## config.mk

```make
export PLATFORM = sky130hd
export DESIGN_NAME = melody_seq
export DESIGN_NICKNAME = d
export VERILOG_FILES = /design/src/rtl/melody_pkg.sv /design/src/rtl/melody_rom.sv /design/src/rtl/melody_seq.sv
export SDC_FILE = /design/constraint.sdc
export NUM_CORES = 1
export LEC_CHECK = 0
export ABC_AREA = 1
export BUFFER_PORTS_ARGS = -buffer_cell sky130_fd_sc_hd__buf_2
export CAP_MARGIN = 40
export CORE_MARGIN = 3
export CORE_UTILIZATION = 42
export DETAILED_ROUTE_END_ITERATION = 8
export GPL_ROUTABILITY_DRIVEN = 0
export PLACE_DENSITY_LB_ADDON = 0.1
export SLEW_MARGIN = 15
export SYNTH_ARGS = -nofsm -noshare
export SYNTH_HDL_FRONTEND = slang
export SYNTH_SLANG_ARGS = --single-unit
```

## constraint.sdc

```tcl
create_clock -name clk -period 2.2 [get_ports clk]
set_clock_uncertainty 0.1 [all_clocks]
set_input_delay 0.44 -clock clk [delete_from_list [all_inputs] [get_ports clk]]
set_output_delay 0.44 -clock clk [all_outputs]
set_load 0.01 [all_outputs]
```

## src/rtl/melody_pkg.sv

```systemverilog
// Shared types and constants for the melody sequencer: entry layout, pitch codes,
// pitch-to-divisor table builder and FSM state enum. The MELODY_GAP_EN macro is consumed by melody_seq.
package melody_pkg;

    localparam int PITCH_W = 4;
    localparam int BEATS_W = 4;
    localparam int ENTRY_W = PITCH_W + BEATS_W;
    localparam int DIV_W   = 22;
    localparam int DUR_W   = 28;
    localparam int IDX_W   = 4;
    localparam int SONG_W  = 16 * ENTRY_W;

    localparam logic [PITCH_W-1:0] PITCH_REST = 4'd0;
    localparam logic [PITCH_W-1:0] PITCH_C4   = 4'd1;
    localparam logic [PITCH_W-1:0] PITCH_D4   = 4'd3;
    localparam logic [PITCH_W-1:0] PITCH_E4   = 4'd5;
    localparam logic [PITCH_W-1:0] PITCH_F4   = 4'd6;
    localparam logic [PITCH_W-1:0] PITCH_G4   = 4'd8;
    localparam logic [PITCH_W-1:0] PITCH_A4   = 4'd10;
    localparam logic [PITCH_W-1:0] PITCH_B4   = 4'd12;
    localparam logic [PITCH_W-1:0] PITCH_C5   = 4'd13;
    localparam logic [PITCH_W-1:0] PITCH_D5   = 4'd15;

    typedef enum logic [2:0] {
        S_IDLE = 3'd0,
        S_LOAD = 3'd1,
        S_PLAY = 3'd2,
        S_GAP  = 3'd3,
        S_DONE = 3'd4
    } melody_state_t;

    // Entry 0 sits in the least significant byte: a short nursery tune, end marker at entry 14.
    localparam logic [SONG_W-1:0] SONG_DEFAULT = {
        8'h00, 8'h00, 8'h12, 8'h31, 8'h31, 8'h51, 8'h51, 8'h61,
        8'h61, 8'h82, 8'hA1, 8'hA1, 8'h81, 8'h81, 8'h11, 8'h11
    };

    // Whole-hertz note frequencies; the divisor table is derived from these.
    function automatic int pitch_freq(input logic [PITCH_W-1:0] p);
        case (p)
            4'd1:    return 262;
            4'd2:    return 277;
            4'd3:    return 294;
            4'd4:    return 311;
            4'd5:    return 330;
            4'd6:    return 349;
            4'd7:    return 370;
            4'd8:    return 392;
            4'd9:    return 415;
            4'd10:   return 440;
            4'd11:   return 466;
            4'd12:   return 494;
            4'd13:   return 523;
            4'd14:   return 554;
            4'd15:   return 587;
            default: return 0;
        endcase
    endfunction

    function automatic logic [16*DIV_W-1:0] make_div_table(input int clk_hz);
        logic [16*DIV_W-1:0] t;
        t = '0;
        for (int p = 1; p < 16; p++) begin
            t[p*DIV_W +: DIV_W] = DIV_W'(clk_hz / (2 * pitch_freq(PITCH_W'(p))) - 1);
        end
        return t;
    endfunction

endpackage

```

## src/rtl/melody_rom.sv

```systemverilog
// Combinational song table: one 8-bit {pitch, beats} entry per address.
module melody_rom
    import melody_pkg::*;
#(
    parameter int                SONG_LEN = 16,
    parameter logic [SONG_W-1:0] SONG     = SONG_DEFAULT
) (
    input  logic [IDX_W-1:0]   addr,
    output logic [ENTRY_W-1:0] data
);

    // Addresses past the table read as an end marker.
    always_comb begin
        data = '0;
        if (int'(addr) < SONG_LEN) begin
            data = SONG[int'(addr)*ENTRY_W +: ENTRY_W];
        end
    end

endmodule

```

## src/rtl/melody_seq.sv

```systemverilog
// Melody sequencer: steps through the song table and drives a tone-generator divisor.
// Define MELODY_GAP_EN to insert a silent articulation gap after every note.
module melody_seq
    import melody_pkg::*;
#(
    parameter int                CLK_HZ      = 100_000_000,
    parameter int                BEAT_CYCLES = 12_500_000,
    parameter int                GAP_CYCLES  = 1_000_000,
    parameter int                SONG_LEN    = 16,
    parameter logic [SONG_W-1:0] SONG        = SONG_DEFAULT
) (
    input  logic               clk,
    input  logic               rst,
    input  logic               play,
    input  logic               stop,
    output logic [DIV_W-1:0]   note_div,
    output logic               mute,
    output logic               busy,
    output logic               done,
    output logic [IDX_W-1:0]   note_idx,
    output melody_state_t      fsm_state
);

    localparam logic [16*DIV_W-1:0] DIV_TABLE = make_div_table(CLK_HZ);
    localparam logic [DUR_W-1:0]    BEAT_LEN  = DUR_W'(BEAT_CYCLES);
    localparam logic [IDX_W-1:0]    LAST_IDX  = IDX_W'(SONG_LEN - 1);

    if (SONG_LEN < 1 || SONG_LEN > 16 || BEAT_CYCLES < 1 || GAP_CYCLES < 1) begin : g_bad_params
        $error("melody_seq: parameter out of range");
    end

    logic                play_q;
    logic                play_edge;
    logic [DUR_W-1:0]    dur_cnt;
    logic [ENTRY_W-1:0]  entry;
    logic [PITCH_W-1:0]  pitch;
    logic [BEATS_W-1:0]  beats;
`ifdef MELODY_GAP_EN
    localparam logic [DUR_W-1:0] GAP_LEN = DUR_W'(GAP_CYCLES);
    logic [DUR_W-1:0]    gap_cnt;
`endif

    melody_rom #(
        .SONG_LEN (SONG_LEN),
        .SONG     (SONG)
    ) u_rom (
        .addr (note_idx),
        .data (entry)
    );

    assign pitch     = entry[ENTRY_W-1 -: PITCH_W];
    assign beats     = entry[BEATS_W-1:0];
    assign play_edge = play & ~play_q;

    always_ff @(posedge clk or posedge rst) begin
        if (rst) begin
            fsm_state <= S_IDLE;
            play_q    <= 1'b0;
            dur_cnt   <= '0;
            note_div  <= '0;
            mute      <= 1'b1;
            busy      <= 1'b0;
            done      <= 1'b0;
            note_idx  <= '0;
`ifdef MELODY_GAP_EN
            gap_cnt   <= '0;
`endif
        end else begin
            play_q <= play;
            done   <= 1'b0;
            // Abort wins over everything, including a play edge arriving the same cycle.
            if (stop && fsm_state != S_IDLE) begin
                fsm_state <= S_IDLE;
                busy      <= 1'b0;
                mute      <= 1'b1;
                note_div  <= '0;
                dur_cnt   <= '0;
`ifdef MELODY_GAP_EN
                gap_cnt   <= '0;
`endif
            end else begin
                case (fsm_state)
                    S_IDLE: begin
                        if (play_edge && !stop) begin
                            fsm_state <= S_LOAD;
                            busy      <= 1'b1;
                            note_idx  <= '0;
                        end
                    end
                    S_LOAD: begin
                        if (beats == '0) begin
                            fsm_state <= S_DONE;
                            done      <= 1'b1;
                            mute      <= 1'b1;
                            note_div  <= '0;
                        end else begin
                            note_div  <= DIV_TABLE[int'(pitch)*DIV_W +: DIV_W];
                            mute      <= (pitch == PITCH_REST);
                            dur_cnt   <= DUR_W'(beats) * BEAT_LEN - DUR_W'(1);
                            fsm_state <= S_PLAY;
                        end
                    end
                    S_PLAY: begin
                        if (dur_cnt != '0) begin
                            dur_cnt <= dur_cnt - DUR_W'(1);
                        end else begin
`ifdef MELODY_GAP_EN
                            fsm_state <= S_GAP;
                            mute      <= 1'b1;
                            gap_cnt   <= GAP_LEN - DUR_W'(1);
`else
                            if (note_idx == LAST_IDX) begin
                                fsm_state <= S_DONE;
                                done      <= 1'b1;
                                mute      <= 1'b1;
                                note_div  <= '0;
                            end else begin
                                note_idx  <= note_idx + IDX_W'(1);
                                fsm_state <= S_LOAD;
                            end
`endif
                        end
                    end
`ifdef MELODY_GAP_EN
                    S_GAP: begin
                        if (gap_cnt != '0) begin
                            gap_cnt <= gap_cnt - DUR_W'(1);
                        end else if (note_idx == LAST_IDX) begin
                            fsm_state <= S_DONE;
                            done      <= 1'b1;
                            mute      <= 1'b1;
                            note_div  <= '0;
                        end else begin
                            note_idx  <= note_idx + IDX_W'(1);
                            fsm_state <= S_LOAD;
                        end
                    end
`endif
                    S_DONE: begin
                        fsm_state <= S_IDLE;
                        busy      <= 1'b0;
                    end
                    default: begin
                        fsm_state <= S_IDLE;
                        busy      <= 1'b0;
                        mute      <= 1'b1;
                        note_div  <= '0;
                    end
                endcase
            end
        end
    end

endmodule
```

# ---- Word-level counts from Yosys, hierarchy flattened
# Index checks and enable logic that the tools add are counted.
dict set report word_totals {
  latchBits 0
  mem_count 0
  ramBits 0
  register_bits 61
  romBits 0
  wordCells 81
  out_inout_bits 32
}
dict set report op_classes {
  n_mux 32
  addsub 3
  n_reduce_logical 17
  div 0
  eq_ne 14
  n_lt_le_gt_ge 0
  shifts 2
  bitwise_logic 3
  mul 2
}
# cell count
set op_table {}
lappend op_table {{indexed part select 352 x 10 -> 22 bit, first input constant} 1}
lappend op_table {{indexed part select 128 x 8 -> 8 bit, first input constant} 1}
lappend op_table {{2-to-1 mux 22 bit} 4}
lappend op_table {{2-to-1 mux 28 bit} 3}
lappend op_table {{case mux 22 bit (3 select lines)} 1}
lappend op_table {{case mux 28 bit (2 select lines)} 1}
lappend op_table {{subtractor 28 x 1 -> 28 bit, second input constant} 2}
lappend op_table {{nonzero test 28 bit} 1}
lappend op_table {{multiplier 4 x 19 -> 23 bit, second input constant} 1}
lappend op_table {{2-to-1 mux 3 bit} 5}
lappend op_table {{!= test 3 bit, second input constant} 5}
lappend op_table {{2-to-1 mux 4 bit} 3}
lappend op_table {{2-to-1 mux 1 bit} 10}
lappend op_table {{case mux 3 bit (3 select lines)} 1}
lappend op_table {{logical NOT 4 bit} 2}
lappend op_table {{multiplier 4 x 4 -> 8 bit, second input constant} 1}
lappend op_table {{case mux 4 bit (2 select lines)} 1}
lappend op_table {{!= test 2 bit, second input constant} 3}
lappend op_table {{AND reduction 3 bit} 2}
lappend op_table {{nonzero test 3 bit} 2}
lappend op_table {{AND reduction 5 bit} 1}
lappend op_table {{adder 4 x 1 -> 4 bit, second input constant} 1}
lappend op_table {{== test 4 bit, second input constant} 1}
lappend op_table {{!= test 2 x 1 -> 1 bit, second input constant} 2}
lappend op_table {{other kinds (13)} 18}

# ---- Logic depth before layout (Yosys ltp)
# Gate-level depths: netlist of run 1.
dict set report depth {
  ltp_word 6
  mapped_depth 14
  depth_no_buf 14
}

# ---- By module
# Synthesis of run 1 repeated with hierarchy kept, for this count alone.
dict set report unflattened {
  hier_cells 843
  hier_area_um2 5800.6
}
# mod area_per_inst_um2 cells_each seq_area_each_um2 instances
set by_module_without_submodules {}
lappend by_module_without_submodules {melody_seq 5537.8 805 1427.6 1}
lappend by_module_without_submodules {melody_rom 262.8 38 0.0 1}

# ---- Worst setup path after synthesis of run 1
# Ideal clock, no wire load.
dict set report synth_path {
  path_type {flip-flop to flip-flop}
  from {register note_idx[0]}
  to {register note_div[8]}
  slack_ns -0.078
  path_stages_with_launch 13
  arrival_time_ns 2.095
  synth_period_minus_slack_ns 2.278
  path_cell_list {dfrtp_1 -> inv_1 -> ha_1 -> nand2_1 -> o21ai_0 -> nand2_1 -> inv_1 -> ha_1 -> nor2_1 -> inv_1 -> nand2_1 -> o21ai_0 -> o21ai_0}
}
dict set report synth_via {
  elab_chain_cells 6
  word_cells_on_any_way 10
  classes_between {mul (1); eq/ne (2); shift (2); mux (3); reduce/logical (2)}
}
# element line
set synth_lines {}
lappend synth_lines {{start: declaration} melody_seq.sv:20} ;# output logic [IDX_W-1:0] note_idx,
lappend synth_lines {{start signal: assignment} melody_seq.sv:118} ;# note_idx <= note_idx + IDX_W'(1);
lappend synth_lines {{indexed part select 128 x 8 -> 8 bit} melody_rom.sv:16} ;# data = SONG[int'(addr)*ENTRY_W +: ENTRY_W];
lappend synth_lines {{multiplier 4 x 4 -> 8 bit} melody_seq.sv:97} ;# note_div <= DIV_TABLE[int'(pitch)*DIV_W +: DIV_W];
lappend synth_lines {{indexed part select 352 x 10 -> 22 bit} melody_seq.sv:97}
lappend synth_lines {{2-to-1 mux 22 bit} melody_seq.sv:91} ;# if (beats == '0) begin
lappend synth_lines {{case mux 22 bit (3 select lines)} melody_seq.sv:82} ;# case (fsm_state)
lappend synth_lines {{2-to-1 mux 22 bit} melody_seq.sv:72} ;# if (stop && fsm_state != S_IDLE) begin
lappend synth_lines {{end signal: assignment} melody_seq.sv:97}
lappend synth_lines {{end: declaration} melody_seq.sv:16} ;# output logic [DIV_W-1:0] note_div,
# Parallel ways exist; a longest one is shown, timed or not.
# A chain may end at the register's enable or synchronous reset.

# ---- Worst setup path in the final report of run 1
dict set report layout_path {
  from {register note_idx[0]}
  to {register note_div[13]}
}
# Same word-level chain as after synthesis.

==> summary.md, run 1 <==
| Metric | Value |
|---|---|
| Status | finished clean |
| Most used DFF post-synth | dfrtp_1 |
| CTS clk-pin slew, worst paths | 0.07 ns |
| Setup CP Type | reg -> reg |
| Antenna violations before repair | 0 |
| Vias in the first global route | 3606 |
| Tmin final | 2.09 ns |
| Die height | 103 µm |
| Worst EP required | 2.36 ns |
| Sw Pwr | 3.15 mW |
| CTS Buffer Depth | 2 |
| Power Internal | 3.30 mW |
| First drt pass iteration count | 6 |
| Max-cap viol count | 0 |
| Cell Rows | 34 |
| Combinational power share | 53.0% |
| Multi-input combinational cell area | 2320 µm² |
| H-tree depth | 3 |
| Clock tree from TritonCTS | built |
| Fmax | 478 MHz |
| Die area | 10700 µm² |
| Pwr Total | 6.45 mW |
| Via Count | 3784 |
| Initial drt markers | 159 |
| Total Wirelength | 10800 µm |
| Async SR Flop Fraction | 100% |
| Final ANT Viol Nets | 0 |
| Root Buffer | clkbuf_8 |
| Switching share of power | 48.8% |
| Diode count | 0 |
| Critical path fanouts, max | 5 |
| Final setup vio count | 0 |
| Seq pwr share | 29.2% |
| Starting Density | 44.4% |
| Post-DP HPWL | 7520 µm |
| Die width | 103 µm |
| Syn_area_per_cell | 7.13 µm² |
| FILL cells | 879 |
| Pleak | 2.30 nW |
| Global-route wire length before repair | 17400 µm |
| Post-synth cell types | 36 |
| DR vias/cell | 5.13 |
| Total gr overflow | 0 |
| Arrival time worst endpoint | 2.25 ns |
| Final Max Tran Viols | 0 |
| Post-synth EDFFs | 0 |
| Skew-Pair Late Insertion Delay | 0.34 ns |
| Min-delay worst type | in -> async |
| IO Port Bufs | 31 |
| Largest net degree at the start of global routing | 58 |
| Hold Buf Count CTS | 0 |
| Seq/Total Area, Yosys | 35.8% |
| DRC violations left | 0 |
| Pwr per Cell Area | 1380 nW/µm² |
| Clock power share | 17.8% |
| Final Util | 52.2% |
| Non-filler instance count after layout | 737 |
| CTS Sinks | 57 |
| Placed cells | 715 |
| Crit end category | flop |
| TritonCTS buffer count | 9 |
| Core area | 8980 µm² |
| RSZ-0062 raised after global routing | true |
| Setup crit start kind | flop |
| Global-route usage over all layers | 20.7% |
| Register area | 1430 µm² |
| Synth Register Bits | 57 |
| Final Hold Fails | 0 |
| Worst vdd ir | 679 µV |
| Nets | 633 |
| Ports | 36 |
| Cells after Synth | 559 |
| Synth Cell Area | 3990 µm² |
| Drt wl/cell | 14.7 µm |
| Final period util | 95.1% |
| YS warnings | 0 |
| Layout cells sized above 1 | 20.5% |
| Synthesis-to-finish area growth | 17.7% |
==> registers in the layout, indices dropped and copies added (netlist names) <==
signal and flops:
note_div 18, mute 1, dur_cnt 28, done 1
busy 1, note_idx 4, fsm_state 3, play_q 1
==> repair_timing <==
item	in CTS	in global routing
endpoints found under the setup margin	3	46
endpoints found under the hold margin	0	0
gates resized for setup	3	30
pin swaps	0	6
cloned	0	1
buffers inserted	0	5
==> worst paths after layout <==
check / start / endpoint / slack [ns] / cells past startpoint
max: note_idx[0] / note_div[13] / 0.11 / 12
max in group asynchronous: rst / mute / 1.66 / 3
min in group clk: play / play_q / 0.13 / 1
max reg2reg: note_idx[0] / note_div[13] / 0.11 / 12
min reg2reg: note_div[15] / note_div[15] / 0.40 / 2
min: rst / dur_cnt[14] / 0.06 / 3
==> cells in the final DEF, fill, tap and decap left out, drive strengths merged, types with 2 or more instances in the layout <==
cell / netlist / layout
a21oi: 15 / 15
buf: 18 / 52
bufinv: 0 / 2
clkbuf: 2 / 11
clkinv: 1 / 3
conb: 1 / 4
dfrtp: 56 / 56
ha: 23 / 23
inv: 53 / 53
nand2: 156 / 157
nand3: 74 / 74
nand4: 7 / 7
nor2: 78 / 78
nor3: 4 / 4
nor3b: 2 / 2
o211ai: 4 / 4
o21ai: 57 / 57
xor2: 2 / 2
==> metal layers <==
layer  vias up  track usage [%]  share of wire, %
met4         0             7.77               1.8
met2       110             30.4                45
met5         -                0                 0
met1      1747             30.9                48
li1       1909                -                 -
met3        18             2.68               4.7
==> critical path, cell delays in order (launching register included) <==
cell and delay (ns):
dfrtp_2 0.43, inv_4 0.08, ha_1 0.15, nand2_1 0.06, inv_2 0.09, nand2_1 0.09
nand3_4 0.10, inv_1 0.09, buf_4 0.16, ha_1 0.20, o21ai_0 0.21, o21ai_0 0.11
o21ai_1 0.14
==> power by group through the flow <==
stage	combinational [mW]	clock (mW)	sequential (mW)
after floorplan	2.40	0	1.86
after global placement	3.17	0	1.89
after detailed placement	3.21	0	1.89
after CTS	3.25	1.18	1.88
after global routing	3.89	1.23	1.93
final	3.42	1.15	1.89
==> synth_stat cells (2+ instances only) <==
master,count,share of area (%)
nor2_1,70,6.6
o21ai_0,47,5.9
nor2_4,4,1.1
buf_2,7,0.88
dfrtp_1,56,35
inv_2,9,0.85
inv_1,44,4.1
a21oi_1,15,1.9
nor3b_1,2,0.38
o21ai_1,8,1.0
nand4_1,7,1.1
nand2_4,6,1.7
buf_4,5,0.94
nand3_1,70,8.8
nor3_1,3,0.38
nand3_4,2,0.88
xor2_1,2,0.44
o21ai_2,2,0.44
o211ai_1,4,0.75
buf_6,5,1.4
nand2_2,3,0.47
clkbuf_1,2,0.19
nand3_2,2,0.50
nor2_2,4,0.63
nand2_1,147,14
ha_1,23,7.2
==> metrics by stage <==
stage | hold slack, ns | instance area (µm²) | TNS [ns] | worst slack (ns)
finish | 0.0588 | 4690 | 0 | 0.108
global route | 0.0667 | 4690 | -0.0903 | -0.0574
CTS | 0.0556 | 4550 | -0.000794 | -0.000794
detailed placement | 0.386 | 4300 | -0.0681 | -0.0435
global placement | 0.370 | 4300 | 0 | 0.0323
floorplan | 0.349 | 4000 | 0 | 0.0124
==> cell families after synthesis <==
family | after synthesis | share of synthesized area, %
buffers and inverters | 74 | 8.73
other | 1 | 0.0941
DFF | 57 | 35.8
adders and majority gates | 23 | 7.22
xor gates and xnor gates | 3 | 0.659
AOI/OAI and AO/OA | 79 | 10.5
and+or+nand+nor | 322 | 37.0
==> area by class of cell <==
class / instances / area share, %
Clock buffer: 11 / 3.23
Clock inverter: 5 / 1.65
Inverter: 54 / 4.64
Multi-Input combinational cell: 432 / 49.6
Sequential cell: 57 / 30.5
Tap cell: 126 / 3.36
Timing Repair Buffer: 52 / 7.02
Power figures use the tool's default switching activity.
==> run 2, diff against run 1 <==
==> constraint.sdc (replaced) <==
create_clock -name clk -period 2.2 [get_ports clk]
set_clock_uncertainty 0.1 [all_clocks]
set_input_delay 0.33 -clock clk [delete_from_list [all_inputs] [get_ports clk]]
set_output_delay 0.33 -clock clk [all_outputs]
set_load 0.01 [all_outputs]
==> run 2 against run 1 <==
Combinational power shrank 2%. Clock-buffer cell count grew 1. Die area did not move. Hold slack got worse by 0.046 ns. Global-route usage shrank 0.16 points. Sequential cell count unchanged. Setup slack gained 0.00077 ns. Sequential power barely moved. Non-clock buffer count grew 2. Utilization fell by 0.17 points.
==> summary.md, run 2 (same netlist as run 1, synthesis figures left out) <==
| Metric | Value |
|---|---|
| Status | finished clean (unchanged) |
| First drt pass iteration count | 6 (unchanged) |
| Setup CP Type | reg -> reg (unchanged) |
| Min-delay worst type | in -> reg (was in -> async) |
| CTS clk-pin slew, worst paths | 0.07 ns (about the same) |
| Drt wl/cell | 14.2 µm (was 14.7 µm) |
| Arrival time worst endpoint | 2.27 ns (was 2.25 ns) |
| Fmax | 478 MHz (about the same) |
| H-tree depth | 3 (unchanged) |
| Initial drt markers | 183 (was 159) |
| Most common cell after layout, fill and taps aside | nand2_1 (unchanged) |
| Core area | 8980 µm² (unchanged) |
| Pwr per Cell Area | 1350 nW/µm² (was 1380 nW/µm²) |
| RR Startpoint | note_idx[0] (unchanged) |
| Ports | 36 (unchanged) |
| Die height | 103 µm (unchanged) |
| Hold path endpoint | play_q |
| Vias in the first global route | 3523 (was 3606) |
| Antenna violations before repair | 0 (unchanged) |
| Final setup vio count | 0 (unchanged) |
| Hold Path Origin | play |
| Worst vdd ir | 668 µV (was 679 µV) |
| Die area | 10700 µm² (unchanged) |
| WHS Path Cells | 1 |
| Setup crit start kind | flop (unchanged) |
| CTS Sinks | 57 (unchanged) |
| DR vias/cell | 5.09 (was 5.13) |
| Global-route wire length before repair | 17300 µm (was 17400 µm) |
| Die width | 103 µm (unchanged) |
| FILL cells | 873 (was 879) |
| Max reg flops | 28 (unchanged) |
| Critical path fanouts, max | 9 (was 5) |
| Global-route usage over all layers | 20.6% (was 20.7%) |
| Register-to-Register Path Depth | 11 (was 12) |
| Crit end category | flop (unchanged) |
| Diode count | 0 (unchanged) |
| Final period util | 95.1% (about the same) |
| Pleak | 2.30 nW (about the same) |
| Final Max Tran Viols | 0 (unchanged) |
| Largest net degree at the start of global routing | 37 (was 58) |
| Root Buffer | clkbuf_8 (unchanged) |
| Final ANT Viol Nets | 0 (unchanged) |
| Skew-Pair Late Insertion Delay | 0.34 ns (about the same) |
| Via Count | 3756 (was 3784) |
| Max-cap viol count | 0 (unchanged) |
| Multi-input combinational cell area | 2300 µm² (was 2320 µm²) |
| CTS Buffer Depth | 2 (unchanged) |
| Fin worst setup slack | 0.109 ns (was 0.108 ns) |
| Clock tree from TritonCTS | built (unchanged) |
| Post-DP HPWL | 7520 µm (about the same) |
| Post-Route Setup TNS | 0 ns (unchanged) |
| DRC violations left | 0 (unchanged) |
| Nets | 634 (was 633) |
| RR Endpoint | note_div[3] (was note_div[13]) |
| Largest regs | dur_cnt (28), note_div (18), note_idx (4) (unchanged) |
| RSZ-0062 raised after global routing | true (unchanged) |
| Final Hold Fails | 0 (unchanged) |
| Total Wirelength | 10500 µm (was 10800 µm) |
| Tmin final | 2.09 ns (about the same) |
| Largest Register | dur_cnt (unchanged) |
| Synthesis-to-finish area growth | 17.3% (was 17.7%) |
| Starting Density | 44.4% (unchanged) |
| TritonCTS buffer count | 9 (unchanged) |
| Setup slack at placement | -0.0602 ns (was -0.0435 ns) |
| Register area | 1430 µm² (unchanged) |
| Layout cells sized above 1 | 20.1% (was 20.5%) |
| Worst EP required | 2.38 ns (was 2.36 ns) |
| Reg2reg setup slack | 0.11 ns (about the same) |
| IO Port Bufs | 31 (unchanged) |
| Most frequent cells in the layout | nand2_1, nand3_1, nor2_1 (unchanged) |
| Critical Path Start | note_idx[0] (unchanged) |
| Cell Rows | 34 (unchanged) |
| Total gr overflow | 0 (unchanged) |
-- run 2: metrics by stage --
stage | instance area [µm²] | utilization [%] | total power [mW] | hold slack (ns) | std cells
floorplan | 4000 | - | 4.26 | 0.261 | 562
global placement | 4310 | 48.0 | 5.06 | 0.186 | 716
detailed placement | 4310 | 48.0 | 5.10 | 0.188 | 716
CTS | 4560 | 50.8 | 6.23 | 0.00111 | 733
global route | 4670 | 52.1 | 6.91 | 0.0185 | 738
finish | 4670 | 52.1 | 6.31 | 0.0131 | 738
-- run 2: per-layer routing --
layer  global-route usage (%)  part of all wire (%)
met5                        0                     0
met4                     6.87                   1.7
met3                     2.88                   3.7
met2                     31.3                    46
met1                     30.0                    49
-- run 2: worst max path at each step --
stage / to / slack (ns) / depth (start not counted)
final: note_div[3] / 0.11 / 11
after global routing: note_div[0] / -0.03 / 15
after detailed placement: note_div[8] / -0.06 / 12
after global placement: note_div[8] / 0.03 / 13
after CTS: note_div[1] / 0.009 / 11
after floorplan: note_div[8] / 0.01 / 12
-- run 2: what timing repair did --
item | in CTS | in global routing
endpoints found under the hold margin | 9 | 0
setup buffers | 0 | 5
gates resized for setup | 4 | 27
endpoints found under the setup margin | 5 | 45
pin swaps | 1 | 5
hold buffers | 1 | 0
-- run 2: power breakdown --
group	internal (mW)	switching [mW]
combinational	1.14	2.21
clock	0.614	0.456
sequential	1.46	0.427
total	3.21	3.09
-- run 2: worst max-delay path, stage by stage, from the launching register on --
cell     delay (ns)
dfrtp_2        0.43
buf_4          0.15
ha_1           0.21
ha_1           0.18
nand2_1        0.10
nand2_4        0.11
buf_4          0.19
nand2_1        0.08
inv_1          0.08
o21ai_0        0.15
nand3_1        0.15
nand2_1        0.09
-- run 2: final cells by class --
type	count	area share [%]
Multi-Input combinational cell	431	49.3
Timing Repair Buffer	54	7.41
Tap cell	126	3.37
Clock inverter	4	1.07
Sequential cell	57	30.6
Clock buffer	12	3.53
Inverter	54	4.71
==> run 3, diff against run 2 <==
Settings changed: CELL_PAD_IN_SITES_DETAIL_PLACEMENT from default to 2, CELL_PAD_IN_SITES_GLOBAL_PLACEMENT from default to 2, CORE_UTILIZATION 42 to 32, CTS_BUF_LIST from default to sky130_fd_sc_hd__clkbuf_4, SLEW_MARGIN 15 to default.
==> run 3 against run 2 <==
Clock power decreased by 33%. Design area increased by 0.83%. Final cell count increased by 6.9%. First-iteration DRC count decreased by 29%. Die area increased by 29%. Sequential cell count unchanged. Largest cell class unchanged.
==> summary.md, run 3 (same netlist as run 1, synthesis figures left out) <==
| Metric | Value |
|---|---|
| Min-delay worst type | in -> reg (unchanged) |
| CP bufs+invs | 3 (unchanged) |
| DR vias/cell | 5.09 (about the same) |
| Cell mode on critical path | nand2_1 (unchanged) |
| Root Buffer | clkbuf_4 (was clkbuf_8) |
| Placed inst area | 4430 µm² (was 4310 µm²) |
| Max transition margin | 62.9% |
| Status | finished clean (unchanged) |
| Worst path slowest cell | dfrtp_2 (unchanged) |
| Skew-Pair Late Insertion Delay | 0.46 ns (was 0.34 ns) |
| DRC violations left | 0 (unchanged) |
| Total gr overflow | 0 (unchanged) |
| Synthesis-to-finish area growth | 18.3% (was 17.3%) |
| Cell Rows | 40 (was 34) |
| Global-route wire length before repair | 22700 µm (was 17300 µm) |
| Final Hold Fails | 0 (unchanged) |
| Pleak | 2.30 nW (about the same) |
| Die height | 118 µm (was 103 µm) |
| Layout cells sized above 1 | 22.2% (was 20.1%) |
| First drt pass iteration count | 4 (was 6) |
| CTS clk-pin slew, worst paths | 0.12 ns (was 0.07 ns) |
| Most frequent cells in the layout | nand2_1, nand3_1, nor2_1 (unchanged) |
| Vias in the first global route | 4492 (was 3523) |
| Pwr Total | 6.27 mW (was 6.31 mW) |
| Worst-Margin Slew | 0.555 ns |
| Core area | 12100 µm² (was 8980 µm²) |
| Fin worst setup slack | 0.0871 ns (was 0.109 ns) |
| Seq pwr share | 30.4% (was 29.9%) |
| Setup crit start kind | flop (unchanged) |
| Crit end category | flop (unchanged) |
| Antenna violations before repair | 0 (unchanged) |
| Drt wl/cell | 17.5 µm (was 14.2 µm) |
| Die area | 13800 µm² (was 10700 µm²) |
| Worst EP required | 2.45 ns (was 2.38 ns) |
| Combinational power share | 58.1% (was 53.1%) |
| Met2 Routed Length | 7220 µm (was 4770 µm) |
| Power Internal | 2.89 mW (was 3.21 mW) |
| Final ANT Viol Nets | 0 (unchanged) |
| Global-route usage over all layers | 20.3% (was 20.6%) |
| Clock power share | 11.4% (was 17.0%) |
| TritonCTS buffer count | 9 (unchanged) |
| Clock tree from TritonCTS | built (unchanged) |
| Tmin final | 2.11 ns (was 2.09 ns) |
| Most common cell after layout, fill and taps aside | nand2_1 (unchanged) |
| H-tree depth | 3 (unchanged) |
| Multi-input combinational cell area | 2340 µm² (was 2300 µm²) |
| Pwr per Cell Area | 1330 nW/µm² (was 1350 nW/µm²) |
| Ports | 36 (unchanged) |
| Largest Register | dur_cnt (unchanged) |
| Post-DP HPWL | 10100 µm (was 7520 µm) |
| Final Util | 38.9% (was 52.1%) |
| Worst vdd ir | 411 µV (was 668 µV) |
| Post-Route Setup TNS | 0 ns (unchanged) |
| Max reg flops | 28 (unchanged) |
| Maximum cell stage delay along the critical path | 0.46 ns (was 0.43 ns) |
| Sw Pwr | 3.37 mW (was 3.09 mW) |
| Worst hold slack | 0.198 ns (was 0.0131 ns) |
| FILL cells | 1466 (was 873) |
| RSZ-0062 raised after global routing | true (unchanged) |
| Final setup vio count | 0 (unchanged) |
| Via Count | 4013 (was 3756) |
| Placed cells | 767 (was 716) |
| WL met1 | 6010 µm (was 5150 µm) |
| CTS Buffer Depth | 2 (unchanged) |
| Die width | 118 µm (was 103 µm) |
| Finished Cell Area | 4710 µm² (was 4670 µm²) |
| Final Max Tran Viols | 0 (unchanged) |
| Crit path max-delay family | simple AND/OR/NAND/NOR gates (unchanged) |
| Nets | 643 (was 634) |
| Setup CP Type | reg -> reg (unchanged) |
| Total Wirelength | 13800 µm (was 10500 µm) |
| Setup slack at placement | -0.0791 ns (was -0.0602 ns) |
| Max-cap viol count | 0 (unchanged) |
| Arrival time worst endpoint | 2.36 ns (was 2.27 ns) |
| Metal3 WL | 198 µm (was 386 µm) |
| Starting Density | 32.9% (was 44.4%) |
| Non-filler instance count after layout | 789 (was 738) |
| Cell Chain, Critical Path | buf_4 -> ha_1 -> ha_1 -> nand2_1 -> nand2_2 -> inv_2 -> buf_4 -> nand2_1 -> o21ai_2 -> nor3_2 -> nor2_2 -> nand2_1 (was buf_4 -> ha_1 -> ha_1 -> nand2_1 -> nand2_4 -> buf_4 -> nand2_1 -> inv_1 -> o21ai_0 -> nand3_1 -> nand2_1) |
| Fmax | 473 MHz (was 478 MHz) |
| Register area | 1430 µm² (about the same) |
| Switching share of power | 53.8% (was 49.0%) |
| Initial drt markers | 130 (was 183) |
| CTS Sinks | 57 (unchanged) |
| Largest net degree at the start of global routing | 36 (was 37) |
| IO Port Bufs | 31 (unchanged) |
| Critical path fanouts, max | 7 (was 9) |
| Diode count | 0 (unchanged) |
| Top sig layer | met4 (unchanged) |
| Largest regs | dur_cnt (28), note_div (18), note_idx (4) (unchanged) |
| Final period util | 96.0% (was 95.1%) |
-- run 3: cell types whose count changed in the layout (fill, tap and decap cells not counted), moves of 2 or more --
cell / delta
clkbuf_8: -12
clkbuf_4: +10
buf_4: +6
inv_2: +5
inv_1: -3
nor2_1: -3
nor2_2: +3
clkinv_4: -2
nand2_2: +2
-- run 3: path summary, 6_finish.rpt --
kind / startpoint / endpoint / slack [ns] / cells after the start
worst max-delay path: note_idx[1] / note_div[0] / 0.09 / 12
worst min-delay path: stop / done / 0.20 / 4
worst max register to register: note_idx[1] / note_div[0] / 0.09 / 12
worst min register to register: dur_cnt[0] / dur_cnt[0] / 0.41 / 2
max in group asynchronous: rst / fsm_state[0] / 1.04 / 4
min in group asynchronous: rst / note_div[15] / 0.37 / 3
-- run 3: power by group through the flow --
stage / Clock, mW / Combinational [mW] / Sequential (mW)
floorplan: 0 / 2.40 / 1.86
global placement: 0 / 3.33 / 1.91
detailed placement: 0 / 3.47 / 1.93
CTS: 0.764 / 3.52 / 1.92
global route: 0.795 / 4.16 / 1.98
finish: 0.716 / 3.65 / 1.91
-- run 3: final cells by class --
type | count | share of cell area, %
multi-input combinational | 433 | 49.7
sequential | 57 | 30.3
timing repair buffer | 61 | 8.52
inverter | 54 | 4.57
tap | 168 | 4.46
clock buffer | 10 | 1.59
clock inverter | 6 | 0.770
-- run 3: timing repair --
| action | CTS | global route |
|---|---|---|
| cloned | 0 | 2 |
| endpoints found under the hold margin | 22 | 0 |
| pin swaps | 0 | 5 |
| setup endpoints to repair | 33 | 47 |
| setup buffers | 0 | 2 |
| gates resized for setup | 4 | 34 |
| hold buffers | 2 | 0 |
-- run 3: tightest hold or removal path, stage by stage --
cell     delay [ns]
buf_2          0.12
nand2_4        0.11
nand2_1        0.11
nor2_1         0.05
-- run 3: metal layers --
layer	vias up	track usage [%]
met1	2030	23.7
met4	0	8.94
met5	-	0
met3	23	2.64
met2	38	37.2
li1	1922	-
